<file path="src/rtl/aes_pkg.sv">
// aes_pkg: shared widths, the GF(2^8) reduction polynomial, the column engine FSM
// encoding and the xtime primitive used by the MixColumns datapaths.
package aes_pkg;

   localparam int BYTE   = 8;
   localparam int DWORD  = 32;
   localparam int LENGTH = 128;

   localparam logic [7:0] GF_POLY = 8'h1B;

   typedef enum logic [1:0] {
      IDLE = 2'd0,
      RUN  = 2'd1,
      DONE = 2'd2
   } fsm_state_t;

   // Multiply by x in GF(2^8), reducing by the AES polynomial.
   function automatic logic [7:0] xtime(input logic [7:0] b);
      logic [7:0] shifted;
      shifted = {b[6:0], 1'b0};
      if (b[7]) begin
         return shifted ^ GF_POLY;
      end else begin
         return shifted;
      end
   endfunction

endpackage

</file>
<file path="src/rtl/inv_set_columns_if.sv">
// inv_set_columns_if: input and output valid/ready channels of the column engine.
// The fwd select only exists when INV_SET_COLUMNS_FWD_EN is defined.
interface inv_set_columns_if;
   import aes_pkg::*;

   logic              in_valid;
   logic              in_ready;
   logic [LENGTH-1:0] in_data;
   logic              out_valid;
   logic              out_ready;
   logic [LENGTH-1:0] out_data;
`ifdef INV_SET_COLUMNS_FWD_EN
   logic              fwd;
`endif

   modport master (
      output in_valid,
      output in_data,
      input  in_ready,
      input  out_valid,
      input  out_data,
      output out_ready
`ifdef INV_SET_COLUMNS_FWD_EN
      , output fwd
`endif
   );

   modport slave (
      input  in_valid,
      input  in_data,
      output in_ready,
      output out_valid,
      output out_data,
      input  out_ready
`ifdef INV_SET_COLUMNS_FWD_EN
      , input fwd
`endif
   );

endinterface

</file>
<file path="src/rtl/inv_col_mix.sv">
// inv_col_mix: combinational single-column InvMixColumns (and, with
// INV_SET_COLUMNS_FWD_EN, forward MixColumns selected by fwd).
module inv_col_mix
   import aes_pkg::*;
(
   input  logic [DWORD-1:0] col_in,
`ifdef INV_SET_COLUMNS_FWD_EN
   input  logic             fwd,
`endif
   output logic [DWORD-1:0] col_out
);

   logic [BYTE-1:0] a_s  [4];
   logic [BYTE-1:0] x2_s [4];
   logic [BYTE-1:0] x4_s [4];
   logic [BYTE-1:0] x8_s [4];
   logic [BYTE-1:0] m9_s [4];
   logic [BYTE-1:0] mb_s [4];
   logic [BYTE-1:0] md_s [4];
   logic [BYTE-1:0] me_s [4];
   logic [DWORD-1:0] inv_word_s;

   // Per-byte xtime chain and the four inverse-matrix multiples built from it
   always_comb begin
      for (int i = 0; i < 4; i++) begin
         a_s[i]  = col_in[DWORD-1-BYTE*i -: BYTE];
         x2_s[i] = xtime(a_s[i]);
         x4_s[i] = xtime(x2_s[i]);
         x8_s[i] = xtime(x4_s[i]);
         m9_s[i] = x8_s[i] ^ a_s[i];
         mb_s[i] = x8_s[i] ^ x2_s[i] ^ a_s[i];
         md_s[i] = x8_s[i] ^ x4_s[i] ^ a_s[i];
         me_s[i] = x8_s[i] ^ x4_s[i] ^ x2_s[i];
      end
   end

   assign inv_word_s = {
      me_s[0] ^ mb_s[1] ^ md_s[2] ^ m9_s[3],
      m9_s[0] ^ me_s[1] ^ mb_s[2] ^ md_s[3],
      md_s[0] ^ m9_s[1] ^ me_s[2] ^ mb_s[3],
      mb_s[0] ^ md_s[1] ^ m9_s[2] ^ me_s[3]
   };

`ifdef INV_SET_COLUMNS_FWD_EN
   logic [BYTE-1:0]  x3_s [4];
   logic [DWORD-1:0] fwd_word_s;

   // Multiples of 3 for the forward matrix {02,03,01,01}
   always_comb begin
      for (int i = 0; i < 4; i++) begin
         x3_s[i] = x2_s[i] ^ a_s[i];
      end
   end

   assign fwd_word_s = {
      x2_s[0] ^ x3_s[1] ^ a_s[2]  ^ a_s[3],
      a_s[0]  ^ x2_s[1] ^ x3_s[2] ^ a_s[3],
      a_s[0]  ^ a_s[1]  ^ x2_s[2] ^ x3_s[3],
      x3_s[0] ^ a_s[1]  ^ a_s[2]  ^ x2_s[3]
   };

   assign col_out = fwd ? fwd_word_s : inv_word_s;
`else
   assign col_out = inv_word_s;
`endif

endmodule

</file>
<file path="src/rtl/inv_set_columns.sv">
// inv_set_columns: iterative AES InvMixColumns engine, one 32-bit column per cycle.
// Defining INV_SET_COLUMNS_FWD_EN adds a per-block fwd select for forward MixColumns.
module inv_set_columns
   import aes_pkg::*;
(
   input  logic              clk,
   input  logic              rst_n,
   inv_set_columns_if.slave  bus
);

   fsm_state_t        state_r;
   fsm_state_t        state_nxt_s;
   logic [1:0]        col_r;
   logic [LENGTH-1:0] data_r;
   logic [LENGTH-1:0] data_nxt_s;
   logic              out_valid_r;
   logic              in_ready_s;
   logic              accept_s;
   logic              out_hs_s;
   logic              last_col_s;
   logic [DWORD-1:0]  col_word_s;
   logic [DWORD-1:0]  col_mixed_s;
`ifdef INV_SET_COLUMNS_FWD_EN
   logic              fwd_r;
`endif

   assign accept_s   = bus.in_valid & in_ready_s;
   assign out_hs_s   = out_valid_r & bus.out_ready;
   assign last_col_s = (col_r == 2'd3);

   // Next-state decode; in DONE a new block may enter on the same edge the result leaves
   always_comb begin
      state_nxt_s = state_r;
      in_ready_s  = 1'b0;
      case (state_r)
         IDLE: begin
            in_ready_s = 1'b1;
            if (bus.in_valid) begin
               state_nxt_s = RUN;
            end else begin
               state_nxt_s = IDLE;
            end
         end
         RUN: begin
            if (last_col_s) begin
               state_nxt_s = DONE;
            end else begin
               state_nxt_s = RUN;
            end
         end
         DONE: begin
            in_ready_s = bus.out_ready;
            if (bus.out_ready) begin
               if (bus.in_valid) begin
                  state_nxt_s = RUN;
               end else begin
                  state_nxt_s = IDLE;
               end
            end else begin
               state_nxt_s = DONE;
            end
         end
         default: begin
            state_nxt_s = IDLE;
            in_ready_s  = 1'b0;
         end
      endcase
   end

   // Route the column addressed by col_r into the shared mixer
   always_comb begin
      col_word_s = data_r[0*DWORD +: DWORD];
      case (col_r)
         2'd0:    col_word_s = data_r[0*DWORD +: DWORD];
         2'd1:    col_word_s = data_r[1*DWORD +: DWORD];
         2'd2:    col_word_s = data_r[2*DWORD +: DWORD];
         2'd3:    col_word_s = data_r[3*DWORD +: DWORD];
         default: col_word_s = data_r[0*DWORD +: DWORD];
      endcase
   end

   inv_col_mix u_mix (
      .col_in  (col_word_s),
`ifdef INV_SET_COLUMNS_FWD_EN
      .fwd     (fwd_r),
`endif
      .col_out (col_mixed_s)
   );

   // Merge the mixed column back into its slot, other columns untouched
   always_comb begin
      data_nxt_s = data_r;
      case (col_r)
         2'd0:    data_nxt_s[0*DWORD +: DWORD] = col_mixed_s;
         2'd1:    data_nxt_s[1*DWORD +: DWORD] = col_mixed_s;
         2'd2:    data_nxt_s[2*DWORD +: DWORD] = col_mixed_s;
         2'd3:    data_nxt_s[3*DWORD +: DWORD] = col_mixed_s;
         default: data_nxt_s = data_r;
      endcase
   end

   // State register, column counter, block buffer and result-valid flag
   always_ff @(posedge clk) begin
      if (!rst_n) begin
         state_r     <= IDLE;
         col_r       <= 2'd0;
         data_r      <= '0;
         out_valid_r <= 1'b0;
`ifdef INV_SET_COLUMNS_FWD_EN
         fwd_r       <= 1'b0;
`endif
      end else begin
         state_r <= state_nxt_s;
         if (accept_s) begin
            data_r <= bus.in_data;
            col_r  <= 2'd0;
`ifdef INV_SET_COLUMNS_FWD_EN
            fwd_r  <= bus.fwd;
`endif
         end else if (state_r == RUN) begin
            data_r <= data_nxt_s;
            col_r  <= col_r + 2'd1;
         end else begin
            data_r <= data_r;
            col_r  <= col_r;
         end
         if ((state_r == RUN) && last_col_s) begin
            out_valid_r <= 1'b1;
         end else if (out_hs_s) begin
            out_valid_r <= 1'b0;
         end else begin
            out_valid_r <= out_valid_r;
         end
      end
   end

   assign bus.in_ready  = in_ready_s;
   assign bus.out_valid = out_valid_r;
   assign bus.out_data  = data_r;

endmodule

</file>
<file path="src/flat_wrapper.sv">
// flat-port wrapper written by rule: the top's interface ports become plain ports
module inv_set_columns_flat import aes_pkg::*;
  (clk, rst_n, bus_in_valid, bus_in_data, bus_in_ready, bus_out_valid, bus_out_data, bus_out_ready);
  inv_set_columns_if bus_i ();
  input  logic clk;
  input  logic rst_n;
  input wire logic [$bits(bus_i.in_valid)-1:0] bus_in_valid;
  input wire logic [$bits(bus_i.in_data)-1:0] bus_in_data;
  output wire logic [$bits(bus_i.in_ready)-1:0] bus_in_ready;
  output wire logic [$bits(bus_i.out_valid)-1:0] bus_out_valid;
  output wire logic [$bits(bus_i.out_data)-1:0] bus_out_data;
  input wire logic [$bits(bus_i.out_ready)-1:0] bus_out_ready;
  assign bus_i.in_valid = bus_in_valid;
  assign bus_i.in_data = bus_in_data;
  assign bus_in_ready = bus_i.in_ready;
  assign bus_out_valid = bus_i.out_valid;
  assign bus_out_data = bus_i.out_data;
  assign bus_i.out_ready = bus_out_ready;
  inv_set_columns u_core (.clk(clk), .rst_n(rst_n), .bus(bus_i));
endmodule
</file>
<file path="config.mk">
export PLATFORM = sky130hd
export DESIGN_NAME = inv_set_columns_flat
export DESIGN_NICKNAME = d
export VERILOG_FILES = /design/src/rtl/aes_pkg.sv /design/src/rtl/inv_set_columns_if.sv /design/src/rtl/inv_col_mix.sv /design/src/rtl/inv_set_columns.sv /design/src/flat_wrapper.sv
export SDC_FILE = /design/constraint.sdc
export NUM_CORES = 1
export LEC_CHECK = 0
export ABC_CLOCK_PERIOD_IN_PS = 6870
export CAP_MARGIN = 5
export CORE_MARGIN = 4
export CORE_UTILIZATION = 40
export DETAILED_ROUTE_END_ITERATION = 12
export HOLD_SLACK_MARGIN = 0.02
export PLACE_DENSITY = 0.7
export SYNTH_ARGS = -nofsm -noshare
export SYNTH_HDL_FRONTEND = slang
export SYNTH_HIERARCHICAL = 1
export SYNTH_SLANG_ARGS = --single-unit
</file>
<file path="constraint.sdc">
create_clock -name clk -period 6.87 [get_ports clk]
set_input_delay 0.687 -clock clk [delete_from_list [all_inputs] [get_ports clk]]
set_output_delay 0.687 -clock clk [all_outputs]
set_load 0.05 [all_outputs]
</file>
Yosys cells after proc, flatten, opt, wreduce, memory -nomap -nowiden
Cells that the tools add are included.

cells by class
  add/sub/neg operators = 1
  eq/ne operators = 5
  mux-type cells = 26
  bitwise operators = 51
  reduce and logical (&&, ||, !) cells = 14

operators with widths
  operator                                                         count
  8-bit XOR                                                        36
  128-bit 2-to-1 mux                                               2
  32-bit 2-to-1 mux                                                4
  32-bit case mux with 4 select lines                              1
  5-bit 2-to-1 mux                                                 12
  4-bit NOT                                                        12
  2-bit nonzero test                                               6
  2-bit AND reduction                                              4
  2-bit == test, second input constant                             3
  2-bit case mux with 3 select lines                               1
  2-bit by 1-bit == test with 1-bit output, second input constant  2
  2-bit logical NOT                                                2
  2-bit 2-to-1 mux                                                 2
  1-bit 2-to-1 mux                                                 3
  2-bit by 1-bit adder with 2-bit output, second input constant    1
  1-bit AND                                                        2
  1-bit case mux with 2 select lines                               1
  2-bit OR reduction                                               1
  1-bit logical AND                                                1
  1-bit NOT                                                        1

storage, ports and cells
  register bits = 133
  bits of input ports = 132
  output and inout port bits = 130

Logic depth before layout (Yosys ltp)
Gate-level depths: netlist of run 1.

  depth after elaboration = 16
  mapped depth = 13

By module
Netlist of run 1, hierarchy kept.

modules (own cells, without submodules)
  module           instances  cells each  area an instance (µm²)
  inv_set_columns  1          732         6,592.6
  inv_col_mix      1          201         2,198.4

Least setup slack after synthesis of run 1
No wires, ideal clock.

  path kind = register to register
  start = reg u_core.col_r[0]
  end = reg u_core.data_r[123], in the netlist u_core/bus.out_data[123]
  setup time = 0.060 ns
  arrival = 3.451 ns
  slack = 3.359 ns
  cell stages (with the launch flop) = 13
  period minus slack after synthesis = 3.511 ns
  path through = dfxtp_1 > inv_1 > ha_1 > buf_2 > buf_1 > mux2i_1 > buf_6 > xor3_2 > xor3_2 > xnor3_2 > xnor2_1 > o21a_1 > o221a_2

RTL lines
  element                                  RTL line                source
  from (decl)                              inv_set_columns.sv:13   logic [1:0] col_r;
  from (signal assigned)                   inv_set_columns.sv:122  col_r <= col_r + 2'd1;
  from (signal assigned)                   inv_set_columns.sv:125  col_r <= col_r;
  2-bit == test (tied with other cells)    inv_set_columns.sv:73   case (col_r)
  32-bit case mux with 4 select lines (*)  inv_set_columns.sv:73
  net u_core.col_word_s[31]                inv_set_columns.sv:21   logic [DWORD-1:0] col_word_s;
  5-bit 2-to-1 mux (*)                     aes_pkg.sv:21           if (b[7]) begin
  5-bit 2-to-1 mux                         aes_pkg.sv:21
  4-bit NOT (no source line)               n/a
  5-bit 2-to-1 mux                         aes_pkg.sv:21
  8-bit XOR                                inv_col_mix.sv:33       me_s[i] = x8_s[i] ^ x4_s[i] ^ x2_s[i];
  8-bit XOR (*)                            inv_col_mix.sv:33
  8-bit XOR (*) (3 in series)              inv_col_mix.sv:38       me_s[0] ^ mb_s[1] ^ md_s[2] ^ m9_s[3],
  net u_core.col_mixed_s[27]               inv_set_columns.sv:22   logic [DWORD-1:0] col_mixed_s;
  32-bit 2-to-1 mux (*)                    inv_set_columns.sv:93   case (col_r)
  128-bit 2-to-1 mux (*)                   inv_set_columns.sv:120  end else if (state_r == RUN) begin
  128-bit 2-to-1 mux (*)                   inv_set_columns.sv:114  if (accept_s) begin
  to (signal assigned)                     inv_set_columns.sv:115  data_r <= bus.in_data;
  to (signal assigned)                     inv_set_columns.sv:121  data_r <= data_nxt_s;
  to (signal assigned)                     inv_set_columns.sv:124  data_r <= data_r;
  to (decl)                                inv_set_columns.sv:14   logic [LENGTH-1:0] data_r;

Mark *: on every way through the listed nets, which the timed path passes. The rest lies on a longest branch. The select of a mux whose other input is x is not followed.
A chain may end at the register's enable or synchronous reset.

Worst setup path in the final report of run 1
  start = reg u_core.col_r[1]
  end = reg u_core.data_r[43], in the netlist u_core/bus.out_data[43]

RTL lines
  element                                  RTL line                source
  2-bit == test (tied with other cells)    inv_set_columns.sv:73
  32-bit case mux with 4 select lines (*)  inv_set_columns.sv:73
  net u_core.col_word_s[31]                inv_set_columns.sv:21
  5-bit 2-to-1 mux (*) (2 in series)       aes_pkg.sv:21
  4-bit NOT (no source line)               n/a
  5-bit 2-to-1 mux (*)                     aes_pkg.sv:21
  8-bit XOR (*) (2 in series)              inv_col_mix.sv:32       md_s[i] = x8_s[i] ^ x4_s[i] ^ a_s[i];
  8-bit XOR (*) (3 in series)              inv_col_mix.sv:40       md_s[0] ^ m9_s[1] ^ me_s[2] ^ mb_s[3],
  net u_core.col_mixed_s[11]               inv_set_columns.sv:22
  32-bit 2-to-1 mux (*)                    inv_set_columns.sv:93
  128-bit 2-to-1 mux (*)                   inv_set_columns.sv:120
  128-bit 2-to-1 mux (*)                   inv_set_columns.sv:114

Marked as above.

==> results of run 1 <==
==> metal layers <==
| metal | up-vias | track usage [%] |
|---|---|---|
| met4 | 0 | 8.430 |
| li1 | 3826 | - |
| met1 | 4146 | 38.56 |
| met5 | - | 0 |
| met2 | 487 | 41.80 |
| met3 | 57 | 5.697 |
==> flip-flops by register name, summed over array words and instances, names as in the netlist <==
| register | flops |
|---|---|
| u_core/bus.out_valid | 1 |
| u_core/bus.out_data | 128 |
| u_core/col_r | 2 |
| u_core/state_r | 2 |
==> logic make-up after synthesis <==
logic type,after synthesis,share of synthesized area [%]
buf+inv,136,6.775
mux,33,3.772
xor+xnor,188,24.15
compound gates,293,27.67
fa+ha+maj,4,0.5693
simple gates,146,6.775
flops,133,30.29
==> stage by stage <==
stage          util (%)  setup WS, ps
6_report          56.92          2095
5_1_grt           56.92          1893
4_1_cts           56.92          2115
3_5_place_dp      53.86          2163
3_3_place_gp      53.86          2226
2_1_floorplan         -          3359
==> worst max-delay path: stages, from the launching register on <==
cell and delay (ps):
dfxtp_1 330, inv_1 90, ha_1 620, buf_4 380, a222oi_1 130, mux2i_1 760
xor3_2 660, xor3_2 430, xnor3_2 430, xnor2_1 490, o21a_1 220, o221a_1 170
==> area by class of cell <==
class                      count  area share, %
clock buffer                  18          3.542
sequential                   133          21.98
multi-input combinational    664          45.92
tap                          275          2.840
inverter                      34          1.053
timing repair buffer         282          22.84
clock inverter                14          1.828
==> cell usage after synthesis (5+ instances only) <==
library cell | instances | share of area (%)
dfxtp_1 | 133 | 30
nand2_1 | 130 | 5.6
xnor2_1 | 114 | 11
clkbuf_1 | 68 | 2.9
a31oi_1 | 64 | 4.6
o21a_1 | 64 | 5.5
o31ai_1 | 64 | 5.5
o221a_2 | 41 | 5.3
xor2_1 | 37 | 3.7
inv_1 | 34 | 1.5
a222oi_1 | 32 | 3.6
mux2i_1 | 32 | 3.6
buf_2 | 23 | 1.3
o221a_1 | 23 | 2.9
xnor3_1 | 23 | 5.9
buf_4 | 5 | 0.43
buf_6 | 5 | 0.64
xnor2_2 | 5 | 0.93
==> worst min-delay path by stage <==
stage	cells past startpoint	end
floorplan	3	u_core/state_r[0]$_SDFF_PN0_
global placement	2	u_core/bus.out_valid$_SDFFE_PN0P_
detailed placement	2	u_core/bus.out_valid$_SDFFE_PN0P_
CTS	2	u_core/bus.out_valid$_SDFFE_PN0P_
global route	2	u_core/bus.out_valid$_SDFFE_PN0P_
finish	2	u_core/bus.out_valid$_SDFFE_PN0P_
==> summary.md, run 1 <==
| Metric | Value |
|---|---|
| Crit path capture | u_core/bus.out_data[43]$_SDFFE_PN0P_ |
| Period minus WS final | 4775 ps |
| H-tree Lvls | 4 |
| Maximum operating frequency | 209.4 MHz |
| Sequential fraction of the synthesis area | 30.29% |
| Reg2reg setup slack | 2090 ps |
| # placed instances | 1388 |
| Worst r2r dst | u_core/bus.out_data[43]$_SDFFE_PN0P_ |
| Mean Syn Cell Area | 9.422 um^2 |
| ANT nets after route | 0 |
| Via density | 5.997 |
| Worst path arrival time | 5140 ps |
| Clock Tree Buf Depth | 2 |
| Initial DRC count | 1015 |
| Fin area | 0.01212 mm^2 |
| Vias | 8516 |
| DP HPWL | 24420 um |
| Most used DFF post-synth | dfxtp_1 |
| Final hold vios | 0 |
| Most frequent cells in the layout | clkdlybuf4s50_1, dfxtp_1, nand2_1, xnor2_1 |
| All-Layer GR Usage | 27.25% |
| Final worst-path cycle share | 69.51% |
| Synthesis Warnings | 6 |
| Final global-route overflow total | 0 |
| Clk_skew | 9.040 ps |
| Finished Layout Cells | 1420 |
| Area delta synth->final | 37.82% |
| Core Area | 0.02129 mm^2 |
| Largest net degree at the start of global routing | 85 |
| Worst-Skew Late Latency | 430 ps |
| Post-synthesis cell type count | 35 |
| DRT Pass-1 Iters | 6 |
| Diodes inserted | 0 |
| Max Cap Viol | 0 |
| Reg2Reg Depth | 11 |
| Dpl cell area | 0.01146 mm^2 |
| Buffers on Ports | 261 |
| Fill count | 1863 |
| Layout cell share with drive strength beyond 1 | 9.694% |
| Async SR Flop Fraction | 0% |
| CTS tree | built |
| Critical path data required time | 7240 ps |
| Routed length on met2 | 15700 um |
| RSZ-0062 raised after global routing | no |
| Root buffer cell | clkbuf_16 |
| DR DRC count | 0 |
| DIE HEIGHT | 156.2 um |
| Post-CTS setup buffer count | 0 |
| Top Layer Used | met4 |
| Worst slew margin | 20.30% |
| CTS Sinks | 133 |
| HP Start | u_core/bus.out_valid$_SDFFE_PN0P_ |
| Die X | 156.2 um |
| First-pass GRT wire length | 51820 um |
| Cts repair resizes | 0 |
| Worst setup SP type | flip-flop |
| Commonest non-fill, non-tap cell in the layout | clkdlybuf4s50_1 |
| Initial Util | 41.30% |
| Worst R2R Start | u_core/col_r[1]$_SDFFE_PP0P_ |
| Mapped cell area | 0.008791 mm^2 |
| Status | finished clean |
| Register bit total from synthesis | 133 |
| Mapped Nets | 1069 |
| Placer Congestion | 0.9731 |
| Rows | 53 |
| Crit path from | u_core/col_r[1]$_SDFFE_PP0P_ |
| Setup TNS Final | 0 ps |
| Cells after Synth | 933 |
| Hold slack final | 488.5 ps |
| I/O pins | 262 |
| Vias in the first global route | 8410 |
| Final net count | 1268 |
| Post-synth EDFFs | 0 |
| Metal-1 WL | 14660 um |
| Worst-path clk slew | 60 ps |
| Hold WC Path Type | flip-flop to flip-flop |
| Register area | 0.002663 mm^2 |
| Post-DR wirelength/cell | 24.26 um |
| Initial antenna violation count | 0 |
| Footprint of the multi-input gates | 0.005563 mm^2 |
| CTS Hold Bufs | 0 |
| Metal3 WL | 3151 um |
| Crit Path Category | flip-flop to flip-flop |
| Die area | 0.02441 mm^2 |
| DRT Wirelength | 34460 um |
| Num CTS Buffers | 17 |
| Final setup vio count | 0 |
| Crit-path max FO | 19 |
| Crit end category | flip-flop |
| Slew of the pin with the lowest slew margin | 1162 ps |
| Max-slew violations | 0 |
Power of run 1 is left out: the tool's default activity adds up to more than one toggle a clock period on the data nets, which glitch-free logic cannot reach.
==> inputs of run 2 (changes only) <==
- ABC_CLOCK_PERIOD_IN_PS: 6870 -> 4050
- PLACE_DENSITY: 0.7 -> 0.72
- clock period: 6.87 -> 4.05 ns (I/O delays scaled with it)
==> summary.md, run 2 (synthesized netlist as in run 1, its figures left out) <==
| Metric | Value |
|---|---|
| Setup TNS Final | 0 ps (unchanged) |
| Crit Path Category | flip-flop to flip-flop |
| Via density | 5.999 (about the same) |
| Largest net degree at the start of global routing | 62 (-27%) |
| Fill count | 1832 (-1.7%) |
| Die X | 156.2 um (unchanged) |
| Initial Util | 41.30% (unchanged) |
| CTS Sinks | 133 (unchanged) |
| Worst setup SP type | flip-flop |
| Clk_skew | 12.00 ps (+2.965 ps) |
| Finished Layout Cells | 1451 (+2.2%) |
| Most frequent cells in the layout | clkdlybuf4s50_1, dfxtp_1, nand2_1, xnor2_1 |
| H-tree Lvls | 4 (unchanged) |
| Max-slew violations | 0 (unchanged) |
| Rows | 53 (unchanged) |
| Buffers on Ports | 261 (unchanged) |
| Worst r2r dst | u_core/bus.out_data[113]$_SDFFE_PN0P_ |
| Initial DRC count | 984 (-3.1%) |
| Core Area | 0.02129 mm^2 (unchanged) |
| Worst path arrival time | 4260 ps (-880 ps) |
| DRT Wirelength | 35990 um (+4.5%) |
| Reg2Reg Depth | 13 (+2) |
| Final hold vios | 0 (unchanged) |
| Worst R2R Start | u_core/col_r[0]$_SDFFE_PP0P_ |
| Root buffer cell | clkbuf_16 |
| Reg2reg setup slack | 170 ps (-1930 ps) |
| DRT Pass-1 Iters | 7 (+1) |
| Initial antenna violation count | 0 (unchanged) |
| Slew of the pin with the lowest slew margin | 1104 ps (-57.98 ps) |
| Clock Tree Buf Depth | 2 (unchanged) |
| Diodes inserted | 0 (unchanged) |
| RSZ-0062 raised after global routing | no |
| Worst slew margin | 26.10% (+5.8 points) |
| Status | finished clean |
| I/O pins | 262 (unchanged) |
| Crit end category | flip-flop |
| CTS Hold Bufs | 0 (unchanged) |
| Final worst-path cycle share | 95.84% (+26 points) |
| Vias in the first global route | 8774 (+4.3%) |
| Hold Path Depth | 3 (+1) |
| DR DRC count | 0 (unchanged) |
| Worst-Skew Late Latency | 430 ps (about the same) |
| First-pass GRT wire length | 53560 um (+3.4%) |
| Cts repair resizes | 0 (unchanged) |
| Commonest non-fill, non-tap cell in the layout | clkdlybuf4s50_1 |
| Final setup vio count | 0 (unchanged) |
| DP HPWL | 26510 um (+8.6%) |
| Placer Congestion | 0.9908 (+1.8%) |
| Final global-route overflow total | 0 (unchanged) |
| Hold WC Path Type | primary input to flip-flop |
| Maximum operating frequency | 257.6 MHz (+23%) |
| Die area | 0.02441 mm^2 (unchanged) |
| HP Start | rst_n |
| Hold EP | u_core/state_r[0]$_SDFF_PN0_ |
| Max Cap Viol | 0 (unchanged) |
| Post-CTS setup buffer count | 0 (unchanged) |
| Critical path data required time | 4430 ps (-2810 ps) |
| Num CTS Buffers | 17 (unchanged) |
| All-Layer GR Usage | 28.62% (+1.4 points) |
| CTS tree | built |
| Worst-path clk slew | 70 ps (about the same) |
| Post-DR wirelength/cell | 24.80 um (+2.2%) |
| # placed instances | 1419 (+2.2%) |
| Area delta synth->final | 40.58% |
| Crit-path max FO | 31 (+12) |
| DIE HEIGHT | 156.2 um (unchanged) |
| ANT nets after route | 0 (unchanged) |
| Layout cell share with drive strength beyond 1 | 12.59% (+2.9 points) |
| Period minus WS final | 3881 ps (-894.0 ps) |
| Max FFs per register | 128 (unchanged) |
| Final net count | 1299 (+2.4%) |
| Vias | 8705 (+2.2%) |
==> run 2: final cells by class <==
type | count | area, um^2 | area share (%)
clock buffers | 18 | 429.2 | 3.473
clock inverters | 14 | 148.9 | 1.205
inverters | 34 | 127.6 | 1.033
multi-input cells | 664 | 5608 | 45.38
flip-flops and latches | 133 | 2663 | 21.54
well taps | 275 | 344.1 | 2.784
repair buffers | 313 | 3038 | 24.58
==> run 2: worst max-delay path by stage <==
stage | startpoint | end | cells past startpoint
floorplan | u_core/col_r[0]$_SDFFE_PP0P_ | u_core/bus.out_data[123]$_SDFFE_PN0P_ | 12
global placement | u_core/col_r[0]$_SDFFE_PP0P_ | u_core/bus.out_data[49]$_SDFFE_PN0P_ | 13
detailed placement | u_core/col_r[0]$_SDFFE_PP0P_ | u_core/bus.out_data[107]$_SDFFE_PN0P_ | 13
CTS | u_core/col_r[0]$_SDFFE_PP0P_ | u_core/bus.out_data[107]$_SDFFE_PN0P_ | 13
global route | u_core/col_r[0]$_SDFFE_PP0P_ | u_core/bus.out_data[37]$_SDFFE_PN0P_ | 10
finish | u_core/col_r[0]$_SDFFE_PP0P_ | u_core/bus.out_data[113]$_SDFFE_PN0P_ | 13
==> run 2: routing by layer <==
metal | global-route usage (%) | routed length, um | vias up | part of all wire (%)
li1 | - | - | 3899 | -
met1 | 39.93 | 15180 | 4184 | 42
met2 | 42.62 | 16180 | 539 | 45
met3 | 6.388 | 3336 | 83 | 9.3
met4 | 12.19 | 1296 | 0 | 3.6
met5 | 0 | 0 | - | 0
==> run 2: worst max-delay path, cell delays in order (launching register included) <==
cell and delay [ps]:
dfxtp_1 360, inv_1 100, ha_1 280, buf_12 200
a222oi_1 380, mux2i_1 140, buf_4 190, buf_4 160
xor2_2 370, xnor3_1 480, xnor2_1 200, xnor2_1 560
o21a_1 220, o221a_2 170
==> run 2: per-stage QoR <==
step | setup slack [ps] | hold slack, ps | utilization [%] | area (um^2)
2_1_floorplan | 539.3 | 561.6 | - | 8791
3_3_place_gp | 149.5 | 473.7 | 55.16 | 11740
3_5_place_dp | 84.95 | 483.7 | 55.16 | 11740
4_1_cts | 32.92 | 458.1 | 57.88 | 12320
5_1_grt | 46.77 | 489.5 | 58.06 | 12360
6_report | 168.7 | 475.9 | 58.06 | 12360
Power of run 2 is left out for the same reason.
